==> src/rtl/matrix_inverse_2x2_fx_if.sv <==
`default_nettype none
// ============================================================================
// Module   : matrix_inverse_2x2_fx_if
// Purpose  : Request/result bundle for the 2x2 fixed-point matrix inverter.
//            The master side issues start with a matrix A. The slave side
//            returns Res together with the busy/done/singular/saturated status.
// Signals  : start     - request an inversion (level, sampled in IDLE)
//            A         - input matrix, WIDTH-bit signed elements [row][col]
//            Res       - inverse matrix, same format as A
//            busy      - operation in progress
//            done      - result valid strobe (one enabled cycle)
//            singular  - determinant of the last operand was zero
//            saturated - at least one result element was clipped
// Revision : 1.0 - initial release
// ============================================================================
interface matrix_inverse_2x2_fx_if #(
    parameter int WIDTH = 16
);
    logic                         start;
    logic [0:1][0:1][WIDTH-1:0]   A;
    logic [0:1][0:1][WIDTH-1:0]   Res;
    logic                         busy;
    logic                         done;
    logic                         singular;
    logic                         saturated;

    modport master (
        output start, A,
        input  Res, busy, done, singular, saturated
    );

    modport slave (
        input  start, A,
        output Res, busy, done, singular, saturated
    );
endinterface
`default_nettype wire

==> src/rtl/matrix_inverse_2x2_fx.sv <==
`default_nettype none
// ============================================================================
// Module   : matrix_inverse_2x2_fx
// Purpose  : Signed fixed-point 2x2 matrix inverse, inv(A) = adj(A) / det(A).
//            A single restoring divider is shared by the four elements, one
//            quotient bit per enabled cycle. Zero determinants are flagged as
//            singular, and results outside the WIDTH-bit range saturate.
// Ports    : clk    - rising-edge clock
//            rst    - synchronous active-high reset, overrides clk_en
//            clk_en - global enable; all registers hold while low
//            bus    - slave modport: start/A in, Res/busy/done/singular/
//                     saturated out
// Revision : 1.0 - initial release
// ============================================================================
module matrix_inverse_2x2_fx #(
    parameter int WIDTH = 16,
    parameter int FRAC  = 8
) (
    input  wire logic                 clk,
    input  wire logic                 rst,
    input  wire logic                 clk_en,
    matrix_inverse_2x2_fx_if.slave    bus
);

    localparam int c_DW = 2*WIDTH + 1;          // determinant width
    localparam int c_AW = WIDTH + 1;            // adjugate element width
    localparam int c_QW = WIDTH + 2*FRAC;       // quotient width / divide cycles
    localparam int c_CW = $clog2(c_QW);

    localparam logic [WIDTH-1:0] c_MIN     = {1'b1, {(WIDTH-1){1'b0}}};
    localparam logic [WIDTH-1:0] c_MAX     = ~c_MIN;
    localparam logic [c_QW-1:0]  c_NEG_LIM = c_QW'(1) << (WIDTH-1);
    localparam logic [c_QW-1:0]  c_POS_LIM = c_NEG_LIM - c_QW'(1);

    localparam logic [2:0] c_ST_IDLE  = 3'd0;
    localparam logic [2:0] c_ST_DET   = 3'd1;
    localparam logic [2:0] c_ST_LOAD  = 3'd2;
    localparam logic [2:0] c_ST_DIV   = 3'd3;
    localparam logic [2:0] c_ST_STORE = 3'd4;
    localparam logic [2:0] c_ST_DONE  = 3'd5;

    logic [2:0]                   r_state;
    logic [0:1][0:1][WIDTH-1:0]   r_al;
    logic signed [c_DW-1:0]       r_det;
    logic [1:0]                   r_k;
    logic [c_QW-1:0]              r_num;
    logic [c_DW-1:0]              r_den;
    logic [c_DW-1:0]              r_rem;
    logic [c_QW-1:0]              r_quo;
    logic [c_CW-1:0]              r_cnt;
    logic                         r_neg;
    logic [0:1][0:1][WIDTH-1:0]   r_res;
    logic                         r_busy;
    logic                         r_done;
    logic                         r_singular;
    logic                         r_saturated;

    // Determinant in Q(2*FRAC); operands sign-extended so the products are exact.
    logic signed [c_DW-1:0] w_a00, w_a01, w_a10, w_a11, w_det;
    assign w_a00 = c_DW'($signed(r_al[0][0]));
    assign w_a01 = c_DW'($signed(r_al[0][1]));
    assign w_a10 = c_DW'($signed(r_al[1][0]));
    assign w_a11 = c_DW'($signed(r_al[1][1]));
    assign w_det = w_a00 * w_a11 - w_a01 * w_a10;

    // Adjugate element for slot k, one bit wider so negating the most
    // negative input cannot overflow.
    logic signed [c_AW-1:0] w_adj;
    always_comb begin
        w_adj = '0;
        case (r_k)
            2'd0:    w_adj =   c_AW'($signed(r_al[1][1]));
            2'd1:    w_adj = -(c_AW'($signed(r_al[0][1])));
            2'd2:    w_adj = -(c_AW'($signed(r_al[1][0])));
            default: w_adj =   c_AW'($signed(r_al[0][0]));
        endcase
    end

    // |adj| <= 2^(WIDTH-1), so the magnitude fits in WIDTH unsigned bits.
    logic [WIDTH-1:0] w_adj_mag;
    logic [c_QW-1:0]  w_num;
    logic [c_DW-1:0]  w_den;
    assign w_adj_mag = w_adj[c_AW-1] ? WIDTH'(-w_adj) : w_adj[WIDTH-1:0];
    assign w_num     = c_QW'(w_adj_mag) << (2*FRAC);
    assign w_den     = r_det[c_DW-1] ? c_DW'(-r_det) : c_DW'(r_det);

    // Restoring step. |det| < 2^(c_DW-1), so the trial remainder never reaches
    // its top bit, and the MSB of the difference is a clean borrow flag.
    logic [c_DW:0] w_trial, w_sub;
    assign w_trial = {r_rem, r_num[c_QW-1]};
    assign w_sub   = w_trial - {1'b0, r_den};

    // Sign application with truncation toward zero, then clipping to range.
    logic [WIDTH-1:0] w_store;
    logic             w_clip;
    always_comb begin
        w_clip  = 1'b0;
        w_store = r_quo[WIDTH-1:0];
        if (r_neg) begin
            if (r_quo > c_NEG_LIM) begin
                w_clip  = 1'b1;
                w_store = c_MIN;
            end else begin
                w_store = -r_quo[WIDTH-1:0];
            end
        end else if (r_quo > c_POS_LIM) begin
            w_clip  = 1'b1;
            w_store = c_MAX;
        end
    end

    always_ff @(posedge clk) begin
        if (rst) begin
            r_state     <= c_ST_IDLE;
            r_al        <= '0;
            r_det       <= '0;
            r_k         <= '0;
            r_num       <= '0;
            r_den       <= '0;
            r_rem       <= '0;
            r_quo       <= '0;
            r_cnt       <= '0;
            r_neg       <= 1'b0;
            r_res       <= '0;
            r_busy      <= 1'b0;
            r_done      <= 1'b0;
            r_singular  <= 1'b0;
            r_saturated <= 1'b0;
        end else if (clk_en) begin
            case (r_state)
                c_ST_IDLE: begin
                    if (bus.start) begin
                        r_al        <= bus.A;
                        r_singular  <= 1'b0;
                        r_saturated <= 1'b0;
                        r_k         <= 2'd0;
                        r_busy      <= 1'b1;
                        r_state     <= c_ST_DET;
                    end
                end
                c_ST_DET: begin
                    r_det <= w_det;
                    if (w_det == '0) begin
                        r_singular <= 1'b1;
                        r_res      <= '0;
                        r_done     <= 1'b1;
                        r_state    <= c_ST_DONE;
                    end else begin
                        r_state <= c_ST_LOAD;
                    end
                end
                c_ST_LOAD: begin
                    r_num   <= w_num;
                    r_den   <= w_den;
                    r_neg   <= w_adj[c_AW-1] ^ r_det[c_DW-1];
                    r_rem   <= '0;
                    r_quo   <= '0;
                    r_cnt   <= c_CW'(c_QW - 1);
                    r_state <= c_ST_DIV;
                end
                c_ST_DIV: begin
                    if (!w_sub[c_DW]) begin
                        r_rem <= w_sub[c_DW-1:0];
                    end else begin
                        r_rem <= w_trial[c_DW-1:0];
                    end
                    r_quo <= {r_quo[c_QW-2:0], ~w_sub[c_DW]};
                    r_num <= r_num << 1;
                    if (r_cnt == '0) begin
                        r_state <= c_ST_STORE;
                    end else begin
                        r_cnt <= r_cnt - c_CW'(1);
                    end
                end
                c_ST_STORE: begin
                    r_res[r_k[1]][r_k[0]] <= w_store;
                    if (w_clip) begin
                        r_saturated <= 1'b1;
                    end
                    if (r_k == 2'd3) begin
                        r_done  <= 1'b1;
                        r_state <= c_ST_DONE;
                    end else begin
                        r_k     <= r_k + 2'd1;
                        r_state <= c_ST_LOAD;
                    end
                end
                c_ST_DONE: begin
                    r_done  <= 1'b0;
                    r_busy  <= 1'b0;
                    r_state <= c_ST_IDLE;
                end
                default: begin
                    r_done  <= 1'b0;
                    r_busy  <= 1'b0;
                    r_state <= c_ST_IDLE;
                end
            endcase
        end
    end

    assign bus.Res       = r_res;
    assign bus.busy      = r_busy;
    assign bus.done      = r_done;
    assign bus.singular  = r_singular;
    assign bus.saturated = r_saturated;

endmodule
`default_nettype wire

==> src/flat_wrapper.sv <==
// flat-port wrapper written by rule: the top's interface ports become plain ports
module matrix_inverse_2x2_fx_flat 
#(
    parameter int WIDTH = 16,
    parameter int FRAC  = 8
)
  (clk, rst, clk_en, bus_start, bus_A, bus_Res, bus_busy, bus_done, bus_singular, bus_saturated);
  matrix_inverse_2x2_fx_if #(.WIDTH(WIDTH)) bus_i ();
  input  wire logic clk;
  input  wire logic rst;
  input  wire logic clk_en;
  input wire logic [$bits(bus_i.start)-1:0] bus_start;
  input wire logic [$bits(bus_i.A)-1:0] bus_A;
  output wire logic [$bits(bus_i.Res)-1:0] bus_Res;
  output wire logic [$bits(bus_i.busy)-1:0] bus_busy;
  output wire logic [$bits(bus_i.done)-1:0] bus_done;
  output wire logic [$bits(bus_i.singular)-1:0] bus_singular;
  output wire logic [$bits(bus_i.saturated)-1:0] bus_saturated;
  assign bus_i.start = bus_start;
  assign bus_i.A = bus_A;
  assign bus_Res = bus_i.Res;
  assign bus_busy = bus_i.busy;
  assign bus_done = bus_i.done;
  assign bus_singular = bus_i.singular;
  assign bus_saturated = bus_i.saturated;
  matrix_inverse_2x2_fx #(.WIDTH(WIDTH), .FRAC(FRAC)) u_core (.clk(clk), .rst(rst), .clk_en(clk_en), .bus(bus_i));
endmodule
==> config.mk <==
export PLATFORM = sky130hd
export DESIGN_NAME = matrix_inverse_2x2_fx_flat
export DESIGN_NICKNAME = d
export VERILOG_FILES = /design/src/rtl/matrix_inverse_2x2_fx_if.sv /design/src/rtl/matrix_inverse_2x2_fx.sv /design/src/flat_wrapper.sv
export SDC_FILE = /design/constraint.sdc
export NUM_CORES = 2
export LEC_CHECK = 0
export ABC_AREA = 1
export CELL_PAD_IN_SITES_DETAIL_PLACEMENT = 1
export CELL_PAD_IN_SITES_GLOBAL_PLACEMENT = 2
export CORE_ASPECT_RATIO = 0.6
export CORE_MARGIN = 2
export CORE_UTILIZATION = 37
export DETAILED_ROUTE_END_ITERATION = 10
export PLACE_DENSITY_LB_ADDON = 0.1
export SLEW_MARGIN = 20
export SYNTH_ARGS = -nofsm -noshare
export SYNTH_HDL_FRONTEND = slang
export SYNTH_SLANG_ARGS = --single-unit
==> constraint.sdc <==
create_clock -name clk -period 9.5 [get_ports clk]
set_clock_uncertainty 0.15 [all_clocks]
set_input_delay 1.9 -clock clk [delete_from_list [all_inputs] [get_ports clk]]
set_output_delay 1.9 -clock clk [all_outputs]
set_load 0.05 [all_outputs]
==> reports/qor.yml <==
status: "finished clean"
nets: 6056
antennaDiodeCount: 0
place_ws_ps: -122.6
detail-route-antenna-nets: 0
clock_path_buffers: 3
post_cts_buffers: 0
power_density_nw_per_um2: 181.4
grt_pass1_vias: 35540
routed_wl_um: 135000
cts.sinks: 290
dp_cells: 6516
synthCells: 5124
cpMaxStageDelayCell: "fa_1"
stdcell_count: 6583
boundaryPins: 136
min_period_ps: 9048
synth_top_area_share_pct: 28.21
die_h_um: 250.0
die_w_um: 414.1
cts_root_buffer: "clkbuf_16"
ctsHtreeMaxLevel: 2
ys_seq_elements: 290
synth_ff_type: "dfxtp_1"
yosysMostFrequentCell: "nand2_1"
max_stage_delay_ps: 520
dp.final_hpwl_um: 111800
setup_violations: 0
critPathLaunchType: "register"
grtUsageTotal_pct: 26.55
rows: 90
syn-num-nets: 5959
initial_core_util_pct: 37.25
worst-setup-path-type: "register to register"
cts_tree: "done"
syn_avg_cell_area_um2: 7.286
p_leak_nw: 19.55
max_slew_margin_pct: 27.11
clkTransAtPathRegs_ps: 60
arrival_ps: 9420
post_dp_cell_area_um2: 40740
yosys-top-cells-area: "fa_1 28%, dfxtp_1 16%, nand2_1 13%"
finalPower_mw: 7.642
final.period_utilization_pct: 95.24
core-area_um2: 100200
synth_edf_count: 0
r2r_slack_ps: 450
synth_cell_type_count: 51
yosys_warnings: 0
cts_hold_buf: 0
grt_max_degree: 82
routedWlPerCell_um: 20.51
syn_to_final_growth_pct: 12.86
fin_area_um2: 42130
ir_worst_vdd_uv: 149.9
drtIter0Drc: 2223
ys_seq_area_share_pct: 15.55
synth-async-reset-ratio_pct: 0
io_buffers: 135
synth_top_cell_by_area: "fa_1"
crit_top_cell: "nand2_1"
whs_ps: 314.9
worstSkewPairLatency_ps: 610
worst-path-max-fanout: 28
fmax_ghz: 0.1105
worstPathRequired_ps: 9870
num_vias: 33310
hp-class: "register to register"
endpoint_kind: "register"
die_area_um2: 103500
drive_above_1_share_pct: 5.906
cts_buffers: 36
max_cap_violations: 0
synth_common_cells: "1266 x nand2_1, 1057 x inv_1, 526 x fa_1"
dr.pass1.iters: 5
avgViaCountPerCell: 5.059
finalHoldViolations: 0
globalplace.congestion: 0.8986
finalMaxSlewViolations: 0
timing.final.ws_setup_ps: 452.3
worst_slew_pin_slew_ps: 1082
grt-ovfl-total: 0
antenna_found_initial: 1
syn_area_um2: 37330
grt_pass1_wl_um: 214000
drc_errors: 0
[cell usage in the layout (no fill, tap or decap), types with 23 or more instances in the layout]
master	count
a21oi_1	396
o21bai_1	23
xor2_1	84
fa_1	525
o211ai_1	41
clkdlybuf4s50_1	134
dfxtp_1	268
inv_1	1055
nand3_1	195
buf_4	156
o21ai_0	203
nand2_1	1265
xnor2_1	63
clkbuf_16	37
nor3_1	42
nor2_1	222
nand4_1	43
ha_1	241
[worst max-delay path, delay by kind of cell, from the launching register on]
kind | cells | cell delay, ps
flops | 1 | 460
fa+ha+maj | 8 | 3320
simple gates | 15 | 1460
compound gates | 10 | 1820
buf+inv | 11 | 1520
xor+xnor | 1 | 150
[cells by family (layout without fill, tap and decap cells)]
kind of cell	count (synthesis)	after routing	share of synthesized area (%)
buffers and inverters	1321	1446	13.42
AO/OA/AOI/OAI	772	772	11.35
flip-flops	290	290	15.55
adder cells (fa/ha/maj)	767	767	36.28
AND/OR/NAND/NOR	1824	1824	19.88
XOR/XNOR	150	150	3.519
[final cells by class]
cell class	instances	area, um^2
clock inverter	16	221.5
sequential	290	5843
clock buffer	50	1003
tap	1334	1669
timing repair buffer	300	2691
fill	12470	58090
inverter	1080	4054
multi-input combinational	3513	26650
[what timing repair did]
item | in CTS | in global routing
pin swaps | 0 | 1
resized for setup | 2 | 49
setup endpoints to repair | 64 | 69
cloned | 0 | 1
[state kept, by name, indices dropped and copies added (netlist names)]
name and cells:
u_core.bus.saturated 1, u_core.r_num 16, u_core.bus.done 1, u_core.bus.Res 64
u_core.bus.busy 1, u_core.r_k 2, u_core.r_den 33, u_core.r_neg 1
u_core.r_cnt 5, u_core.r_quo 32, u_core.r_state 3, u_core.r_rem 33
u_core.r_det 33, u_core.r_al 64, u_core.bus.singular 1
[final timing paths]
path                                   startpoint                               to  cells past startpoint
setup / recovery     u_core.r_al[51]$_SDFFE_PP0P_  u_core.bus.Res[32]$_SDFFE_PP0P_                     45
setup reg to reg     u_core.r_al[51]$_SDFFE_PP0P_  u_core.bus.Res[32]$_SDFFE_PP0P_                     45
hold / removal    u_core.bus.Res[25]$_SDFFE_PP0P_  u_core.bus.Res[25]$_SDFFE_PP0P_                      2
hold reg to reg   u_core.bus.Res[25]$_SDFFE_PP0P_  u_core.bus.Res[25]$_SDFFE_PP0P_                      2
[per-stage QoR]
stage | TNS [ps] | util (%)
finish | 0 | 42.04
global route | -57.75 | 42.04
CTS | 0 | 41.87
detailed placement | -5087 | 40.65
global placement | -2355 | 40.65
floorplan | 0 | -
[layer usage]
metal	track usage, %	vias up	part of all wire, %
li1	-	15870	-
met1	41.69	16720	53
met2	38.26	622	40
met3	4.600	88	5.8
met4	3.747	0	1.3
met5	0	-	0
[power by group]
group,leakage (nW),switching (mW),total (mW),internal (mW)
clock,0.589,0.655,1.49,0.835
sequential,2.36,0.114,1.38,1.26
combinational,16.6,3.14,4.78,1.64
total,19.5,3.90,7.64,3.74
(Power assumes the default switching activity.)
